<file path="src/rtl/key_pulse_gen_pkg.sv">
// Shared definitions for the six-key pulse generator: channel FSM encoding,
// key indices, pair-partner map and the saturating counter helper.
package key_pulse_gen_pkg;

  typedef enum logic [2:0] {
    ST_IDLE        = 3'd0,
    ST_PRESS_DEB   = 3'd1,
    ST_HELD        = 3'd2,
    ST_REPEAT      = 3'd3,
    ST_RELEASE_DEB = 3'd4
  } key_state_e;

  localparam int unsigned NUM_KEYS = 6;
  localparam int unsigned CNT_W    = 16;

  localparam int unsigned KEY_HU = 0;
  localparam int unsigned KEY_HD = 1;
  localparam int unsigned KEY_MU = 2;
  localparam int unsigned KEY_MD = 3;
  localparam int unsigned KEY_SU = 4;
  localparam int unsigned KEY_SD = 5;

  localparam int unsigned KEY_PARTNER [NUM_KEYS] =
    '{KEY_HD, KEY_HU, KEY_MD, KEY_MU, KEY_SD, KEY_SU};

  typedef logic [CNT_W-1:0] cnt_t;

  function automatic cnt_t cnt_sat_inc(input cnt_t v);
    return (v == '1) ? v : v + cnt_t'(1);
  endfunction

endpackage

</file>
<file path="src/rtl/key_channel.sv">
// One key: 2-flop synchronizer, debounce and auto-repeat FSM.
// pulse_o/level_o are combinational next-cycle values; the top registers them.
module key_channel
  import key_pulse_gen_pkg::*;
#(
  parameter int unsigned DEB_CYCLES = 200,
  parameter int unsigned REP_DELAY  = 5000,
  parameter int unsigned REP_PERIOD = 1000
) (
  input  logic clk_i,
  input  logic rst_ni,
  input  logic key_ni,
  output logic pulse_o,
  output logic level_o
);

  // The cycle that leaves IDLE/HELD already counts as the first stable cycle,
  // hence DEB_CYCLES-2 on the counter that is cleared on entry.
  localparam cnt_t DEB_LAST    = cnt_t'(DEB_CYCLES - 2);
  localparam cnt_t DELAY_LAST  = cnt_t'(REP_DELAY - 1);
  localparam cnt_t PERIOD_LAST = cnt_t'(REP_PERIOD - 1);

  logic       sync1_q, sync2_q;
  key_state_e state_q, state_d;
  cnt_t       deb_q, deb_d;
  cnt_t       rep_q, rep_d;

  always_ff @(posedge clk_i or negedge rst_ni) begin
    if (!rst_ni) begin
      sync1_q <= 1'b1;
      sync2_q <= 1'b1;
      state_q <= ST_IDLE;
      deb_q   <= '0;
      rep_q   <= '0;
    end else begin
      sync1_q <= key_ni;
      sync2_q <= sync1_q;
      state_q <= state_d;
      deb_q   <= deb_d;
      rep_q   <= rep_d;
    end
  end

  always_comb begin
    state_d = state_q;
    deb_d   = deb_q;
    rep_d   = rep_q;
    pulse_o = 1'b0;
    unique case (state_q)
      ST_IDLE: begin
        if (!sync2_q) begin
          state_d = ST_PRESS_DEB;
          deb_d   = '0;
        end
      end
      ST_PRESS_DEB: begin
        if (sync2_q) begin
          state_d = ST_IDLE;
        end else if (deb_q >= DEB_LAST) begin
          state_d = ST_HELD;
          rep_d   = '0;
          pulse_o = 1'b1;
        end else begin
          deb_d = cnt_sat_inc(deb_q);
        end
      end
      ST_HELD, ST_REPEAT: begin
        if (sync2_q) begin
          state_d = ST_RELEASE_DEB;
          deb_d   = '0;
        end else if (rep_q >= ((state_q == ST_HELD) ? DELAY_LAST : PERIOD_LAST)) begin
          state_d = ST_REPEAT;
          rep_d   = '0;
          pulse_o = 1'b1;
        end else begin
          rep_d = cnt_sat_inc(rep_q);
        end
      end
      ST_RELEASE_DEB: begin
        if (!sync2_q) begin
          state_d = ST_HELD;
          rep_d   = '0;
        end else if (deb_q >= DEB_LAST) begin
          state_d = ST_IDLE;
          deb_d   = '0;
          rep_d   = '0;
        end else begin
          deb_d = cnt_sat_inc(deb_q);
        end
      end
      default: begin
        state_d = ST_IDLE;
        deb_d   = '0;
        rep_d   = '0;
      end
    endcase
  end

  assign level_o = (state_d == ST_HELD) || (state_d == ST_REPEAT) ||
                   (state_d == ST_RELEASE_DEB);

endmodule

</file>
<file path="src/rtl/key_pulse_gen.sv">
// Six debounced keys with auto-repeat strobes and up/down pair lockout.
// Press pulse DEB_CYCLES+2 cycles after a clean raw edge; outputs registered.
module key_pulse_gen
  import key_pulse_gen_pkg::*;
#(
  parameter int unsigned DEB_CYCLES = 200,
  parameter int unsigned REP_DELAY  = 5000,
  parameter int unsigned REP_PERIOD = 1000
) (
  input  logic                CP,
  input  logic                CR_n,
  input  logic [NUM_KEYS-1:0] KEY_IN,
  output logic [NUM_KEYS-1:0] KEY_PULSE,
  output logic [NUM_KEYS-1:0] KEY_LEVEL
);

  logic [NUM_KEYS-1:0] ch_pulse, ch_level;
  logic [NUM_KEYS-1:0] pulse_d;
  logic [NUM_KEYS-1:0] pulse_q, level_q;

  for (genvar k = 0; k < NUM_KEYS; k++) begin : g_ch
    key_channel #(
      .DEB_CYCLES (DEB_CYCLES),
      .REP_DELAY  (REP_DELAY),
      .REP_PERIOD (REP_PERIOD)
    ) u_ch (
      .clk_i   (CP),
      .rst_ni  (CR_n),
      .key_ni  (KEY_IN[k]),
      .pulse_o (ch_pulse[k]),
      .level_o (ch_level[k])
    );

    // A pulse implies its own level, so this also kills simultaneous pulses.
    assign pulse_d[k] = ch_pulse[k] & ~(ch_level[k] & ch_level[KEY_PARTNER[k]]);
  end

  always_ff @(posedge CP or negedge CR_n) begin
    if (!CR_n) begin
      pulse_q <= '0;
      level_q <= '0;
    end else begin
      pulse_q <= pulse_d;
      level_q <= ch_level;
    end
  end

  assign KEY_PULSE = pulse_q;
  assign KEY_LEVEL = level_q;

endmodule

</file>
<file path="config.mk">
export PLATFORM = sky130hd
export DESIGN_NAME = key_pulse_gen
export DESIGN_NICKNAME = d
export VERILOG_FILES = /design/src/rtl/key_pulse_gen_pkg.sv /design/src/rtl/key_channel.sv /design/src/rtl/key_pulse_gen.sv
export SDC_FILE = /design/constraint.sdc
export NUM_CORES = 1
export LEC_CHECK = 0
export BUFFER_PORTS_ARGS = -buffer_cell sky130_fd_sc_hd__clkbuf_2
export CORE_MARGIN = 2
export CORE_UTILIZATION = 36
export DETAILED_ROUTE_END_ITERATION = 12
export MAX_ROUTING_LAYER = met4
export SETUP_SLACK_MARGIN = 0.05
export SYNTH_ARGS = -nofsm -noshare
export SYNTH_HDL_FRONTEND = slang
export SYNTH_SLANG_ARGS = --single-unit
</file>
<file path="constraint.sdc">
create_clock -name CP -period 3.5 [get_ports CP]
set_input_delay 0.7 -clock CP [delete_from_list [all_inputs] [get_ports CP]]
set_output_delay 0.7 -clock CP [all_outputs]
set_load 0.02 [all_outputs]
</file>
==> flow_metrics.tcl, run 1 <==
set metrics [dict create \
    status "finished clean" \
    endpoint "g_ch[0].u_ch.rep_q[3]$_DFFE_PN0P_" \
    clock_latency_ns 0.54 \
    ys.flop_type "dfrtp_1" \
    drv_cap 0 \
    clock-root-buffer "clkbuf_16" \
    p_int_mw 4.931 \
    syn_nets 1366 \
    fin_cells 1833 \
    rows 67 \
    core_area_sq_mm 0.03345 \
    irDropWorstVdd_mv 0.3034 \
    grt_pass1_vias 9545 \
    fin_ws_ns 0.3149 \
    grt_start_max_net_pins 64 \
    fin_area_sq_mm 0.01397 \
    reg2reg_setup_slack_ns 0.31 \
    combPwrFrac_pct 3.9 \
    post-route-min-period_ns 3.185 \
    syn_inst 1334 \
    worst_setup_path_start_kind "register" \
    n_fill_cell 3261 \
    tightest_slew_ns 0.8947 \
    yosysSeqAreaShare_pct 48.11 \
    multi_input_area_sq_mm 0.005966 \
    synth_seq_cells 234 \
    fin_setup_tns_ns 0 \
    required_ns 3.96 \
    p_clk_share_pct 51.2 \
    slew-limit-headroom_pct 40.09 \
    p_sw_mw 1.379 \
    area_delta_synth_final_pct 14.47 \
    diodes 0 \
    avgSynthCellArea_sq_um 9.147 \
    crit_buf_inv 2 \
    crit_start "g_ch[0].u_ch.state_q[2]$_DFF_PN0_" \
    fin_util_pct 41.76 \
    yosys_warnings 0 \
    pwr-share-seq_pct 44.8 \
    cp-end-kind "register" \
    cp.arrival_ns 3.65 \
    cts.sinks 234 \
    io_buffers 19 \
    fin_crit_sh_pct 91.00 \
    fin_worst_skew_ns 0.01027 \
    place.gp.congestion 0.7959 \
    fmax_mhz 314.0 \
    synth-compound-area-share_pct 17.04 \
    timing.critical_path.slowest_stage_cell "or3b_2" \
    die_area_sq_mm 0.03538 \
    antenna_found_initial 0 \
    drc 0 \
    synth_top_family_by_area "simple AND/OR/NAND/NOR gates" \
    dp.cells 1781 \
    r2r_cells 10 \
    ys_async_sr_fraction_pct 100.0 \
    grt_util_all_layers_pct 14.96 \
    cp_top_family "simple AND/OR/NAND/NOR gates" \
    leakagePower_nw 6.087 \
    synth-simple-area-share_pct 25.77 \
    crit_fanout 17 \
    hold_viol_final 0 \
    route.vias.total 9772 \
    ys_types 75 \
    synth_top_area_cell "dfrtp_1" \
    synth-edff-count 0 \
    overflow 0 \
    reg2reg_to "g_ch[0].u_ch.rep_q[3]$_DFFE_PN0P_" \
    pin_count 20 \
    synth_adder_area_share_pct 2.461 \
    place_worst_setup_slack_ns 0.2120 \
    antenna_left 0 \
    p_sw_share_pct 21.86 \
    totalWireLength_mm 25.23 \
    setup_viol 0 \
    rsz0062_at_grt "no" \
    placed_cell_area_sq_mm 0.01289 \
    hpwl_mm 17.05 \
    via_per_inst 5.331 \
    r2r-start "g_ch[0].u_ch.state_q[2]$_DFF_PN0_" \
    min_path_type "in2async" \
    ff_latch_area_sq_mm 0.005871 \
    drtPass1Iterations 6 \
    wl_per_cell_microns 13.77 \
    cts.path.max_buffers 3 \
    slew_viol_final 0 \
    synthMuxAreaShare_pct 1.497 \
    synth_top_area_share_pct 45.53 \
    htree_levels 1 \
    cts_made_buffers 28 \
    path_cells "or3b_2 -> ha_1 -> or4_4 -> or3_1 -> or3_4 -> a21oi_4 -> buf_12 -> buf_4 -> nand2_1 -> a31oi_1" \
    synth_area_sq_mm 0.01220 \
    synth_xor_area_share_pct 2.082 \
    p_per_area_mw_per_mm2 451.8 \
    grt_pass1_wl_mm 44.86 \
    synthTopCellsByArea "dfrtp_1 46%, nor2_1 4.5%, nand2_1 4.0%" \
    layout-drive-gt1-share_pct 10.04 \
    cts_tree "done" \
    clk_pin_slew_ns 0.06 \
    fin_nets 1397 \
    fp.dieW_microns 188.1 \
    cp.depth 10 \
    crit_type "reg2reg" \
    slowest_delay_ns 0.55 \
    dieHeight_microns 188.1 \
    start_util_pct 36.48 \
    drt_iter0_drc 618 \
]
## placed cells by master (no fill, tap or decap), types with 35 or more instances in the layout
master	netlist	layout
nor3_1	48	47
and3_1	39	39
a21oi_1	62	62
nand2_1	130	130
dfrtp_1	222	222
nor2_1	145	145
nand3_1	70	70
o21ai_0	85	85
inv_1	52	52
nor4_1	35	35
## Yosys cell counts (all sizes together) (20+ instances only)
master,number
dfrtp,222
nor2,145
nand2,130
o21ai,87
nand3,70
a21oi,65
inv,52
nor3,50
and3,39
clkbuf,37
nor4,35
and2,34
nor2b,25
ha,24
a31oi,22
nand4,20
## flip-flops by register name, summed over array words and instances, names as in the netlist
name and flops:
KEY_LEVEL 6, KEY_PULSE 6, g_ch.u_ch.deb_q 96, g_ch.u_ch.rep_q 96
g_ch.u_ch.state_q 18, g_ch.u_ch.sync1_q 6, g_ch.u_ch.sync2_q 6
## cell type report
type / instances / area share [%]
multi-input cells: 1005 / 42.71
flip-flops and latches: 234 / 42.03
clock buffers: 32 / 5.491
well taps: 448 / 4.013
repair buffers: 44 / 2.365
clock inverters: 18 / 1.989
inverters: 52 / 1.397
## worst reg2reg max path, stage by stage (launching register included)
cell and delay [ns]:
dfrtp_1 0.50, or3b_2 0.55, ha_1 0.20, or4_4 0.42
or3_1 0.36, or3_4 0.44, a21oi_4 0.18, buf_12 0.15
buf_4 0.12, nand2_1 0.04, a31oi_1 0.15
## through the flow
| step | hold WS (ns) | power (mW) |
|---|---|---|
| after floorplan | 0.3452 | 3.009 |
| after global placement | 0.3457 | 3.124 |
| after detailed placement | 0.3468 | 3.129 |
| after CTS | 0.1136 | 6.417 |
| after global routing | 0.1426 | 6.581 |
| final | 0.1067 | 6.310 |
## routing by layer
metal  track usage, %  vias up  wire length, microns
met3            2.096       33                   892
met5                -        -                     0
met4            3.513        0                   344
li1                 -     4889                     -
met1            20.45     4717                 12420
met2            23.56      133                 11580
## kinds of logic after synthesis
family	count (synthesis)
compound gates	312
xor+xnor	29
fa+ha+maj	24
buf+inv	95
flops	234
mux	18
simple gates	622
## worst min path at each step
stage / start / endpoint
2_1_floorplan: g_ch[0].u_ch.sync1_q$_DFF_PN1_ / g_ch[0].u_ch.sync2_q$_DFF_PN1_
3_3_place_gp: g_ch[3].u_ch.sync1_q$_DFF_PN1_ / g_ch[3].u_ch.sync2_q$_DFF_PN1_
3_5_place_dp: g_ch[5].u_ch.sync1_q$_DFF_PN1_ / g_ch[5].u_ch.sync2_q$_DFF_PN1_
4_1_cts: CR_n / g_ch[2].u_ch.rep_q[8]$_DFFE_PN0P_
5_1_grt: CR_n / g_ch[2].u_ch.rep_q[9]$_DFFE_PN0P_
6_report: CR_n / g_ch[2].u_ch.rep_q[8]$_DFFE_PN0P_
## power groups by stage
stage          sequential (mW)  combinational [mW]  clock, mW
2_1_floorplan             2.85               0.158          0
3_3_place_gp              2.88               0.249          0
3_5_place_dp              2.88               0.253          0
4_1_cts                   2.83               0.255       3.33
5_1_grt                   2.84               0.291       3.45
6_report                  2.83               0.247       3.23
## timing repair
| item | in CTS | in global routing |
|---|---|---|
| resized for setup | 0 | 1 |
| buffers inserted | 0 | 2 |
| endpoints found under the setup margin | 0 | 4 |
| hold buffers | 0 | 0 |
Note: power is estimated with default switching activity, not from simulation.
==> run 2, diff against run 1 <==
--- a/config.mk
+++ b/config.mk
@@ -5,6 +5,7 @@
 export SDC_FILE = /design/constraint.sdc
 export NUM_CORES = 1
 export LEC_CHECK = 0
+export ABC_AREA = 0
 export BUFFER_PORTS_ARGS = -buffer_cell sky130_fd_sc_hd__clkbuf_2
 export CORE_MARGIN = 2
 export CORE_UTILIZATION = 36
==> constraint.sdc (replaced) <==
create_clock -name CP -period 2.7 [get_ports CP]
set_input_delay 0.54 -clock CP [delete_from_list [all_inputs] [get_ports CP]]
set_output_delay 0.54 -clock CP [all_outputs]
set_load 0.02 [all_outputs]
==> flow_metrics.tcl, run 2 (same netlist as run 1, synthesis figures left out) <==
set metrics [dict create \
    crit_top_cell "or3_4" \
    die_area_sq_mm 0.03538 \
    grt_pass1_wl_mm 46.23 \
    fp.dieW_microns 188.1 \
    grt_util_all_layers_pct 15.50 \
    io_buffers 19 \
    r2r-start "g_ch[0].u_ch.state_q[2]$_DFF_PN0_" \
    rows 67 \
    status "finished with violations" \
    cp-end-kind "register" \
    min_path_type "in2reg" \
    p_clk_share_pct 48.6 \
    rsz0062_at_grt "yes" \
    slew-limit-headroom_pct 34.68 \
    leakagePower_nw 6.233 \
    irDropWorstVdd_mv 0.4624 \
    top_regs "g_ch.u_ch.deb_q: 96 flops, g_ch.u_ch.rep_q: 96 flops, g_ch.u_ch.state_q: 18 flops" \
    pin_count 20 \
    p_sw_mw 1.760 \
    fin_util_pct 42.73 \
    clk_pin_slew_ns 0.06 \
    final_common_cell "dfrtp_1" \
    totalWireLength_mm 26.18 \
    cts.sinks 234 \
    via_per_inst 5.292 \
    pwr-share-seq_pct 47.0 \
    p_per_area_mw_per_mm2 545.2 \
    fmax_mhz 356.2 \
    timing.critical_path.slowest_stage_cell "or4_4" \
    setup_viol 11 \
    cts.path.max_buffers 3 \
    place.gp.congestion 0.7893 \
    worst_setup_path_start_kind "register" \
    wl_per_cell_microns 14.01 \
    clock_latency_ns 0.53 \
    grt_pass1_vias 9739 \
    hold_start "KEY_IN[1]" \
    crit_type "reg2reg" \
    violations "setup timing" \
    p_sw_share_pct 22.59 \
    fin_worst_skew_ns 0.01782 \
    crit_fanout 5 \
    crit_buf_inv 0 \
    hold_viol_final 0 \
    slew_viol_final 0 \
    grt_start_max_net_pins 69 \
    drtPass1Iterations 5 \
    drt_iter0_drc 559 \
    required_ns 3.15 \
    dieHeight_microns 188.1 \
    antenna_found_initial 0 \
    clock-root-buffer "clkbuf_16" \
    cts_tree "done" \
    core_area_sq_mm 0.03345 \
    crit_start "g_ch[0].u_ch.state_q[2]$_DFF_PN0_" \
    slowest_delay_ns 0.42 \
    final_cell_mix "222 x dfrtp_1, 142 x nor2_1, 129 x nand2_1" \
    htree_levels 1 \
    diodes 0 \
    p_int_mw 6.032 \
    fin_ws_ns -0.1074 \
    hpwl_mm 17.74 \
    n_fill_cell 3212 \
    overflow 0 \
    route.vias.total 9885 \
    fin_crit_sh_pct 104.0 \
    cts_made_buffers 27 \
    antenna_left 0 \
    total_power_mw 7.792 \
    drc 0 \
    drv_cap 0 \
    layout-drive-gt1-share_pct 13.45 \
    fin_nets 1433 \
    path_cells "or3b_4 -> ha_2 -> or4_4 -> or3_4 -> or3_4 -> a21o_4 -> or2_1 -> a31oi_1" \
    tightest_slew_ns 0.9755 \
    combPwrFrac_pct 4.5 \
    area_delta_synth_final_pct 17.12 \
    cp_top_family "simple AND/OR/NAND/NOR gates" \
    post-route-min-period_ns 2.807 \
    start_util_pct 36.48 \
    cp.arrival_ns 3.26 \
]
## run 2: final timing paths
kind / end / slack [ns] / cells after the start
setup / recovery: g_ch[0].u_ch.rep_q[10]$_DFFE_PN0P_ / -0.11 / 8
hold reg to reg: g_ch[3].u_ch.sync2_q$_DFF_PN1_ / 0.36 / 0
hold / removal: g_ch[1].u_ch.sync1_q$_DFF_PN1_ / 0.08 / 1
max in group asynchronous: g_ch[1].u_ch.sync2_q$_DFF_PN1_ / 1.39 / 3
setup reg to reg: g_ch[0].u_ch.rep_q[10]$_DFFE_PN0P_ / -0.11 / 8
min in group asynchronous: g_ch[2].u_ch.rep_q[2]$_DFFE_PN0P_ / 0.53 / 2
## run 2: per-layer routing
layer / share of wire [%] / vias to the layer above / global-route usage [%]
met5: 0 / - / -
met3: 2.8 / 31 / 1.797
met1: 49 / 4782 / 21.01
li1: - / 4967 / -
met4: 1.6 / 0 / 3.634
met2: 46 / 105 / 24.94
## run 2: stage by stage
stage | setup TNS [ns] | setup slack, ns | area, sq um | std cells | hold slack (ns)
final | -0.6995 | -0.1074 | 14290 | 1868 | 0.08112
after global routing | -1.898 | -0.2008 | 14290 | 1868 | 0.05725
after CTS | -0.4386 | -0.07229 | 14150 | 1862 | 0.05607
after detailed placement | -0.3990 | -0.07816 | 13190 | 1812 | 0.3473
after global placement | -0.04516 | -0.03185 | 13190 | 1812 | 0.3456
after floorplan | -0.1849 | -0.03385 | 12260 | 1334 | 0.2444
## run 2: area by class of cell
| class | instances | area, sq um | area share (%) |
|---|---|---|---|
| multi-input cells | 1006 | 6137 | 42.94 |
| flip-flops and latches | 234 | 5871 | 41.08 |
| clock buffers | 36 | 749.5 | 5.244 |
| repair buffers | 80 | 606.8 | 4.246 |
| well taps | 448 | 560.5 | 3.922 |
| inverters | 52 | 195.2 | 1.366 |
| clock inverters | 12 | 171.4 | 1.199 |
## run 2: repair_timing
action,in CTS,in global routing
setup buffers,1,5
endpoints found under the setup margin,13,45
gates cloned,0,1
hold buffers,1,0
gates resized for setup,4,26
pin swaps,7,13
hold endpoints to repair,57,0
## run 2: power groups by stage
stage / logic, mW / clock network [mW] / registers [mW]
2_1_floorplan: 0.205 / 0 / 3.70
3_3_place_gp: 0.345 / 0 / 3.72
3_5_place_dp: 0.354 / 0 / 3.72
4_1_cts: 0.359 / 3.90 / 3.66
5_1_grt: 0.413 / 4.06 / 3.67
6_report: 0.348 / 3.78 / 3.66
==> run 3, diff against run 2 <==
--- a/config.mk
+++ b/config.mk
@@ -11,7 +11,6 @@
 export CORE_UTILIZATION = 36
 export DETAILED_ROUTE_END_ITERATION = 12
 export MAX_ROUTING_LAYER = met4
-export SETUP_SLACK_MARGIN = 0.05
 export SYNTH_ARGS = -nofsm -noshare
 export SYNTH_HDL_FRONTEND = slang
 export SYNTH_SLANG_ARGS = --single-unit
==> flow_metrics.tcl, run 3 (same netlist as run 1, synthesis figures left out) <==
set metrics [dict create \
    die_area_sq_mm 0.03538 \
    fmax_mhz 353.6 \
    hold_viol_final 8 \
    fin_area_sq_mm 0.01457 \
    dieHeight_microns 188.1 \
    cp.arrival_ns 3.28 \
    cp-end-kind "register" \
    wl_per_cell_microns 14.00 \
    fp.dieW_microns 188.1 \
    ff_latch_area_sq_mm 0.005871 \
    drc 0 \
    n_fill_cell 3164 \
    slew-limit-headroom_pct 37.67 \
    fin_worst_skew_ns 0.009364 \
    fin_nets 1453 \
    pin_count 20 \
    irDropWorstVdd_mv 0.4079 \
    leakagePower_nw 6.391 \
    top_regs "g_ch.u_ch.deb_q: 96 flops, g_ch.u_ch.rep_q: 96 flops, g_ch.u_ch.state_q: 18 flops" \
    endpoint "g_ch[0].u_ch.rep_q[4]$_DFFE_PN0P_" \
    fin_crit_sh_pct 104.7 \
    grt_util_all_layers_pct 15.42 \
    grt_pass1_vias 9632 \
    rsz0062_at_grt "yes" \
    placed_cell_area_sq_mm 0.01327 \
    io_buffers 19 \
    via_per_inst 5.281 \
    drt_iter0_drc 665 \
    total_power_mw 8.112 \
    clock-root-buffer "clkbuf_16" \
    cts_made_buffers 28 \
    diodes 0 \
    cts.path.max_buffers 3 \
    clock_latency_ns 0.53 \
    r2r_cells 10 \
    grt_start_max_net_pins 76 \
    grt_pass1_wl_mm 46.08 \
    post-route-min-period_ns 2.828 \
    reg2reg_setup_slack_ns -0.13 \
    required_ns 3.15 \
    setup_viol 18 \
    route.vias.total 9982 \
    tightest_slew_ns 0.9309 \
    htree_levels 1 \
    reg2reg_to "g_ch[0].u_ch.rep_q[4]$_DFFE_PN0P_" \
    cts.sinks 234 \
    core_area_sq_mm 0.03345 \
    fin_ws_ns -0.1282 \
    crit_start "g_ch[0].u_ch.state_q[2]$_DFF_PN0_" \
    area_delta_synth_final_pct 19.38 \
    fin_hold_ws_ns -0.03441 \
    cts_tree "done" \
    p_per_area_mw_per_mm2 556.9 \
    antenna_found_initial 0 \
    final_cell_mix "222 x dfrtp_1, 143 x nor2_1, 129 x nand2_1" \
    place.gp.congestion 0.8437 \
    final_common_cell "dfrtp_1" \
    crit_fanout 8 \
    hpwl_mm 17.74 \
    status "finished with violations" \
    drtPass1Iterations 8 \
    worst_setup_path_start_kind "register" \
    start_util_pct 36.48 \
    totalWireLength_mm 26.45 \
    multi_input_area_sq_mm 0.006141 \
    min_path_type "in2async" \
    violations "hold timing, setup timing" \
    ctsHoldBuffers 0 \
    layout-drive-gt1-share_pct 14.98 \
    crit_type "reg2reg" \
    drv_cap 0 \
    overflow 0 \
    slew_viol_final 0 \
    r2r-start "g_ch[0].u_ch.state_q[2]$_DFF_PN0_" \
    antenna_left 0 \
    clk_pin_slew_ns 0.06 \
    rows 67 \
]
==> run 3: changes by cell type in the layout (fill, tap and decap cells not counted), moves of 2 or more <==
cell / before / now
buf_4: 56 / 72
buf_6: 1 / 4
bufinv_16: 4 / 6
clkbuf_16: 27 / 30
==> run 3: through the flow <==
step / hold slack, ns / setup WS (ns) / util (%) / std cells / setup TNS [ns]
floorplan: 0.2444 / -0.03416 / - / 1334 / -0.1787
global placement: 0.3461 / -0.009998 / 39.68 / 1823 / -0.01311
detailed placement: 0.3468 / -0.06291 / 39.68 / 1823 / -0.3302
CTS: 0.003129 / -0.07249 / 42.82 / 1876 / -0.3168
global route: 0.03158 / -0.1980 / 43.55 / 1890 / -3.003
finish: -0.03441 / -0.1282 / 43.55 / 1890 / -0.9748
==> run 3: layout make-up <==
cell class | count | share of cell area [%]
Multi-Input combinational cell | 1006 | 42.16
Sequential cell | 234 | 40.30
Clock buffer | 37 | 5.463
Timing Repair Buffer | 99 | 5.326
Tap cell | 448 | 3.848
Clock inverter | 14 | 1.563
Inverter | 52 | 1.340
==> run 3: worst max-delay path: stages, from the launching register on <==
cell,delay (ns)
dfrtp_1,0.37
or3b_4,0.40
ha_2,0.17
or4_4,0.41
or3_4,0.35
or3_4,0.37
a21oi_4,0.20
buf_12,0.15
buf_4,0.11
nand2b_1,0.05
a31oi_1,0.17
==> run 3: worst min-delay path by stage <==
| stage | end |
|---|---|
| after CTS | g_ch[2].u_ch.rep_q[8]$_DFFE_PN0P_ |
| after floorplan | KEY_LEVEL[0]$_DFF_PN0_ |
| after detailed placement | g_ch[5].u_ch.sync2_q$_DFF_PN1_ |
| after global routing | g_ch[2].u_ch.rep_q[8]$_DFFE_PN0P_ |
| final | g_ch[2].u_ch.rep_q[8]$_DFFE_PN0P_ |
| after global placement | g_ch[1].u_ch.sync2_q$_DFF_PN1_ |
==> run 3: power breakdown <==
part / switching (mW) / internal, mW
clock: 1.47 / 2.63
sequential: 0.0781 / 3.58
combinational: 0.220 / 0.131
total: 1.77 / 6.34
==> run 3: layer usage <==
metal	wire length [microns]	up-vias	track usage, %
met1	13250	4756	21.75
met3	852	38	1.890
met2	11920	165	23.59
met5	0	-	-
met4	423	0	3.907
li1	-	5023	-
==> run 3: what timing repair did <==
action	in CTS	in global routing
endpoints found under the setup margin	12	33
pin swaps	2	14
gates resized for setup	2	30
setup buffers	2	12
cloned	0	2
